`src/rtl/bus_pkg.sv`:
```
// Shared types and constants for the core data-bus controller.
package bus_pkg;

    typedef enum logic [1:0] {
        IDLE,
        RAM_WAIT,
        MMIO_WAIT,
        RESP
    } bus_state_e;

    typedef enum logic [1:0] {
        REG_RAM,
        REG_MMIO,
        REG_NONE
    } region_e;

    localparam logic [31:0] BUS_ERR_DATA = 32'hDEAD_BEEF;

    // True when addr falls inside the 2^aw-byte window starting at the aligned base.
    function automatic logic in_window(logic [31:0] addr, logic [31:0] base, int unsigned aw);
        logic [31:0] hi_mask;
        hi_mask = ~((32'd1 << aw) - 32'd1);
        return (addr & hi_mask) == base;
    endfunction

endpackage

```
`src/rtl/addr_decode.sv`:
```
// Combinational address decoder: maps a byte address to SRAM, MMIO or unmapped.
module addr_decode
    import bus_pkg::*;
#(
    parameter logic [31:0] RAM_BASE  = 32'h0000_0000,
    parameter int unsigned RAM_AW    = 14,
    parameter logic [31:0] MMIO_BASE = 32'h8000_0000,
    parameter int unsigned MMIO_AW   = 12
) (
    input  logic [31:0] addr_i,
    output region_e     region_o
);

    // SRAM is checked first so it wins if the windows overlap.
    always_comb begin
        region_o = REG_NONE;
        if (in_window(addr_i, RAM_BASE, RAM_AW)) begin
            region_o = REG_RAM;
        end else if (in_window(addr_i, MMIO_BASE, MMIO_AW)) begin
            region_o = REG_MMIO;
        end
    end

endmodule

```
`src/rtl/data_bus_ctrl.sv`:
```
// Routes single core load/store accesses to data SRAM or the accelerator MMIO window,
// completing every access (including unmapped and timed-out ones) with a one-cycle core_valid.
module data_bus_ctrl
    import bus_pkg::*;
#(
    parameter logic [31:0] RAM_BASE     = 32'h0000_0000,
    parameter int unsigned RAM_AW       = 14,
    parameter int unsigned RAM_RD_LAT   = 1,
    parameter logic [31:0] MMIO_BASE    = 32'h8000_0000,
    parameter int unsigned MMIO_AW      = 12,
    parameter int unsigned MMIO_TIMEOUT = 255
) (
    input  logic                clk,
    input  logic                reset,
    input  logic                core_cs,
    input  logic                core_rd_wr,
    input  logic [3:0]          core_mask,
    input  logic [31:0]         core_addr,
    input  logic [31:0]         core_wdata,
    output logic [31:0]         core_rdata,
    output logic                core_valid,
    output logic                bus_err,
    output logic                ram_en,
    output logic [3:0]          ram_we,
    output logic [RAM_AW-3:0]   ram_addr,
    output logic [31:0]         ram_wdata,
    input  logic [31:0]         ram_rdata,
    output logic                mmio_req,
    output logic                mmio_we,
    output logic [3:0]          mmio_mask,
    output logic [MMIO_AW-1:0]  mmio_addr,
    output logic [31:0]         mmio_wdata,
    input  logic [31:0]         mmio_rdata,
    input  logic                mmio_ack
);

    localparam int unsigned CntMax = (MMIO_TIMEOUT > RAM_RD_LAT) ? MMIO_TIMEOUT : RAM_RD_LAT;
    localparam int unsigned CntW   = $clog2(CntMax + 1);

    bus_state_e         state_q, state_d;
    logic [MMIO_AW-1:0] addr_q, addr_d;
    logic [31:0]        wdata_q, wdata_d;
    logic [3:0]         mask_q, mask_d;
    logic               rd_q, rd_d;
    logic [31:0]        rdata_q, rdata_d;
    logic               err_q, err_d;
    logic [CntW-1:0]    cnt_q, cnt_d;
    region_e            region;

    addr_decode #(
        .RAM_BASE  (RAM_BASE),
        .RAM_AW    (RAM_AW),
        .MMIO_BASE (MMIO_BASE),
        .MMIO_AW   (MMIO_AW)
    ) u_addr_decode (
        .addr_i   (core_addr),
        .region_o (region)
    );

    always_ff @(posedge clk or negedge reset) begin
        if (!reset) begin
            state_q <= IDLE;
            addr_q  <= '0;
            wdata_q <= '0;
            mask_q  <= '0;
            rd_q    <= 1'b0;
            rdata_q <= '0;
            err_q   <= 1'b0;
            cnt_q   <= '0;
        end else begin
            state_q <= state_d;
            addr_q  <= addr_d;
            wdata_q <= wdata_d;
            mask_q  <= mask_d;
            rd_q    <= rd_d;
            rdata_q <= rdata_d;
            err_q   <= err_d;
            cnt_q   <= cnt_d;
        end
    end

    always_comb begin
        state_d   = state_q;
        addr_d    = addr_q;
        wdata_d   = wdata_q;
        mask_d    = mask_q;
        rd_d      = rd_q;
        rdata_d   = rdata_q;
        err_d     = err_q;
        cnt_d     = cnt_q;
        ram_en    = 1'b0;
        ram_we    = 4'b0;
        ram_addr  = '0;
        ram_wdata = '0;

        unique case (state_q)
            IDLE: begin
                // Gating on reset keeps the SRAM strobe quiet while the block is held in reset.
                if (core_cs && reset) begin
                    addr_d  = core_addr[MMIO_AW-1:0];
                    wdata_d = core_wdata;
                    mask_d  = core_mask;
                    rd_d    = core_rd_wr;
                    cnt_d   = '0;
                    unique case (region)
                        REG_RAM: begin
                            ram_en    = 1'b1;
                            ram_we    = core_rd_wr ? 4'b0 : core_mask;
                            ram_addr  = core_addr[RAM_AW-1:2];
                            ram_wdata = core_wdata;
                            if (core_rd_wr) begin
                                state_d = RAM_WAIT;
                            end else begin
                                rdata_d = '0;
                                err_d   = 1'b0;
                                state_d = RESP;
                            end
                        end
                        REG_MMIO: begin
                            state_d = MMIO_WAIT;
                        end
                        default: begin
                            rdata_d = BUS_ERR_DATA;
                            err_d   = 1'b1;
                            state_d = RESP;
                        end
                    endcase
                end
            end
            RAM_WAIT: begin
                if (cnt_q == CntW'(RAM_RD_LAT - 1)) begin
                    rdata_d = ram_rdata;
                    err_d   = 1'b0;
                    cnt_d   = '0;
                    state_d = RESP;
                end else begin
                    cnt_d = cnt_q + CntW'(1);
                end
            end
            MMIO_WAIT: begin
                // An ack arriving in the final allowed cycle still completes normally.
                if (mmio_ack) begin
                    rdata_d = rd_q ? mmio_rdata : 32'h0;
                    err_d   = 1'b0;
                    cnt_d   = '0;
                    state_d = RESP;
                end else if (cnt_q == CntW'(MMIO_TIMEOUT - 1)) begin
                    rdata_d = BUS_ERR_DATA;
                    err_d   = 1'b1;
                    cnt_d   = '0;
                    state_d = RESP;
                end else begin
                    cnt_d = cnt_q + CntW'(1);
                end
            end
            RESP: begin
                state_d = IDLE;
            end
            default: begin
                state_d = IDLE;
            end
        endcase
    end

    always_comb begin
        core_valid = (state_q == RESP);
        core_rdata = core_valid ? rdata_q : 32'h0;
        bus_err    = core_valid & err_q;
        mmio_req   = (state_q == MMIO_WAIT);
        mmio_we    = mmio_req & ~rd_q;
        mmio_mask  = mmio_req ? mask_q : 4'b0;
        mmio_addr  = mmio_req ? addr_q : '0;
        mmio_wdata = mmio_req ? wdata_q : 32'h0;
    end

endmodule

```
`config.mk`:
```
export PLATFORM = sky130hd
export DESIGN_NAME = data_bus_ctrl
export DESIGN_NICKNAME = d
export VERILOG_FILES = /design/src/rtl/bus_pkg.sv /design/src/rtl/addr_decode.sv /design/src/rtl/data_bus_ctrl.sv
export SDC_FILE = /design/constraint.sdc
export NUM_CORES = 1
export LEC_CHECK = 0
export CAP_MARGIN = 10
export CORE_MARGIN = 2
export CORE_UTILIZATION = 34
export CTS_CLUSTER_SIZE = 16
export DETAILED_ROUTE_END_ITERATION = 6
export GPL_TIMING_DRIVEN = 0
export PLACE_DENSITY = 0.72
export SYNTH_ARGS = -nofsm -noshare
export SYNTH_HDL_FRONTEND = slang
export SYNTH_SLANG_ARGS = --single-unit
```
`constraint.sdc`:
```
create_clock -name clk -period 3.15 [get_ports clk]
set_input_delay 0.63 -clock clk [delete_from_list [all_inputs] [get_ports clk]]
set_output_delay 0.63 -clock clk [all_outputs]
set_load 0.1 [all_outputs]
```
==> flow_summary.yaml <==
die:
  dieArea_sq_um: 16200
  die_w_um: 127
  start_util_pct: 34.4
  die_h_um: 127
  rows: 45
  io_pins: 270
  core_region_area_sq_um: 15000
synthesis:
  yosys.area.top_type: "dfrtp_1"
  yosysMostFrequentCell: "nand2_1"
  synth_cells: 597
  synth_fp_nets: 742
  async_reset_ff_share_pct: 100
  synthFlopType: "dfrtp_1"
  synth_edf_count: 0
  synth.distinct_cells: 42
  syn-cell-area_sq_um: 5180
  synth_top_area_share_pct: 44.5
  synth_commonest_cells: "nand2_1 (176), and2_1 (126), dfrtp_1 (92)"
  yosysWarningCount: 0
  synth_area_leaders: "dfrtp_1 (44%), and2_1 (15%), nand2_1 (13%)"
  synth-seq-cells: 92
  avgSynthCellArea_sq_um: 8.67
  synth_seq_area_share_pct: 44.5
flow_run:
  drv_cap: 0
setup_path:
  worstPathMaxFanout: 10
  worst_path_largest_cell_delay_ps: 280
  end_kind: "output port"
  worstPathRequired_ps: 2520
  critPathKind: "in -> out"
  crit-reg2reg-capture: "rdata_q[6]"
  r2r-start: "state_q[0]"
  reg2regPathDepth: 8
  worstPathCellList: "dlygate4sd2_1 -> nor4_2 -> nand2_1 -> or2_4 -> nor3_4 -> buf_6 -> clkbuf_8 -> and2_2 -> buf_12"
  startpoint: "core_addr[20]"
  cp.arrival_ps: 2450
  rrSetupSlack_ps: 500
  worstSetupStartpointType: "primary input"
  critical-path-slowest-cell: "or2_4"
clock_tree:
  htree_levels: 3
  worstSkewPairLatency_ps: 340
  clock_path_buffers: 2
  clk_pin_slew_worst_paths_ps: 60
  cts_sinks: 92
  cts_root_buffer: "clkbuf_16"
  cts_made_buffers: 9
  cts_tree: "built"
drt:
  post_drt_wl_per_cell_um: 16.8
  finalWirelength_um: 18200
  vias_per_cell: 4.82
  vias: 5204
  final_antenna_net_count: 0
  drt_iter0_drc: 199
  drc: 0
  drt-pass1-iter-count: 4
global_routing:
  gr-total-overflow: 0
  grt_usage_pct: 22.2
  grt_max_degree: 50
  grt_pass1_vias: 5304
  grt_pass1_wl_um: 28200
  antenna_found_initial: 0
finish:
  layout.nets: 1032
  drive_gt1_share_pct: 26.8
  fin_area_sq_um: 9020
  syn_to_final_growth_pct: 74.2
  diodes: 0
  final_core_util_pct: 60.0
sta:
  hold_ws_ps: 216
  final.setup_skew_ps: 10.0
  fin_crit_ps: 3080
  fin_ws_ps: 66.9
  period_share_pct: 97.9
  slew-limit-headroom_pct: 27.1
  setup_viol: 0
  hold_viol_final: 0
  maxSlewViolCount: 0
  tightest_slew_ps: 1080
  max_clock_freq_ghz: 0.324
  rsz0062_at_grt: "true"
power_and_ir_drop:
  leakagePower_nw: 4.10
  vdd.ir_drop.worst_v: 0.000402
  pwr_density_cell_nw_per_um2: 1010
placement:
  place_ws_ps: -1620
  gp_congestion: 0.806
  hpwl_um: 13500
  placed_area_sq_um: 8190
  io_buffers: 269
hold_path:
  hp-class: "in -> async"
outcome:
  status: "completed"
## final cells by class
type	instances	area, sq um
clock inverter	7	91.3
clock buffer	9	225
multi-input combinational	457	2810
timing repair buffer	279	3110
fill	1359	6020
sequential	92	2300
buffer	42	225
tap	188	235
inverter	6	22.5
## cell usage in the layout (no fill, tap or decap), types with 8 or more instances in the layout
cell type | synthesis | routed
buf_4 | 2 | 18
and2_2 | 0 | 20
a2bb2oi_1 | 19 | 19
buf_8 | 0 | 8
clkdlybuf4s15_2 | 0 | 39
and2_4 | 0 | 20
buf_12 | 0 | 41
dfrtp_1 | 92 | 92
a22oi_1 | 13 | 13
nor2b_1 | 14 | 13
buf_6 | 0 | 8
and2_1 | 126 | 86
clkbuf_1 | 33 | 29
nor2_1 | 9 | 8
clkdlybuf4s50_1 | 0 | 125
clkbuf_2 | 2 | 30
dlygate4sd2_1 | 0 | 8
nand2_1 | 176 | 176
a22o_1 | 24 | 24
mux2_2 | 14 | 14
clkbuf_16 | 0 | 9
## per-stage QoR
| stage | total power [mW] | TNS (ps) | instances |
|---|---|---|---|
| 2_1_floorplan | 6.62 | -244 | 597 |
| 3_3_place_gp | 8.15 | -741630 | 1054 |
| 3_5_place_dp | 8.19 | -73590 | 1055 |
| 4_1_cts | 9.22 | 0 | 1079 |
| 5_1_grt | 9.66 | -6.35 | 1080 |
| 6_report | 9.13 | 0 | 1080 |
## metal layers
layer  wire (um)  track usage (%)  share of wire [%]
met4         313             6.85                1.7
met5           0                0                  0
met2        8480             37.0                 47
met1        7510             26.8                 41
met3        1870             8.25                 10
## cells by family (layout without fill, tap and decap cells)
group / after synthesis / count (layout) / share of synthesized area [%]
simple gates: 354 / 354 / 34.2
flops: 92 / 92 / 44.5
compound gates: 77 / 77 / 11.9
buf+inv: 48 / 343 / 3.75
mux: 16 / 16 / 3.43
fa+ha+maj: 8 / 8 / 1.93
xor+xnor: 2 / 2 / 0.338
## report_power, final
group | switching, mW | internal (mW)
clock | 0.470 | 0.693
combinational | 4.33 | 1.68
sequential | 0.242 | 1.72
## worst max-delay path, delay by kind of cell
family / cells / cell delay, ps
buffers and inverters: 4 / 730
and+or+nand+nor: 5 / 1110
## flip-flops by register name (all words and copies together) (netlist names)
name / count
state_q: 2
rdata_q: 32
mask_q: 4
err_q: 1
cnt_q: 8
rd_q: 1
wdata_q: 32
addr_q: 12
## repair_timing
item | in CTS | in global routing
pin swaps | 13 | 8
endpoints found under the setup margin | 128 | 89
resized for setup | 663 | 99
hold buffers | 0 | 0
setup buffers | 6 | 1
cloned | 2 | 0
## worst max-delay path by stage
stage,slack [ps],cells after the start,end
2_1_floorplan,-240,6,ram_addr[10]
3_3_place_gp,-5210,7,ram_wdata[29]
3_5_place_dp,-1620,9,ram_wdata[25]
4_1_cts,10,4,core_rdata[11]
5_1_grt,-6,9,ram_wdata[22]
6_report,70,9,ram_wdata[22]
(Power assumes the default switching activity.)
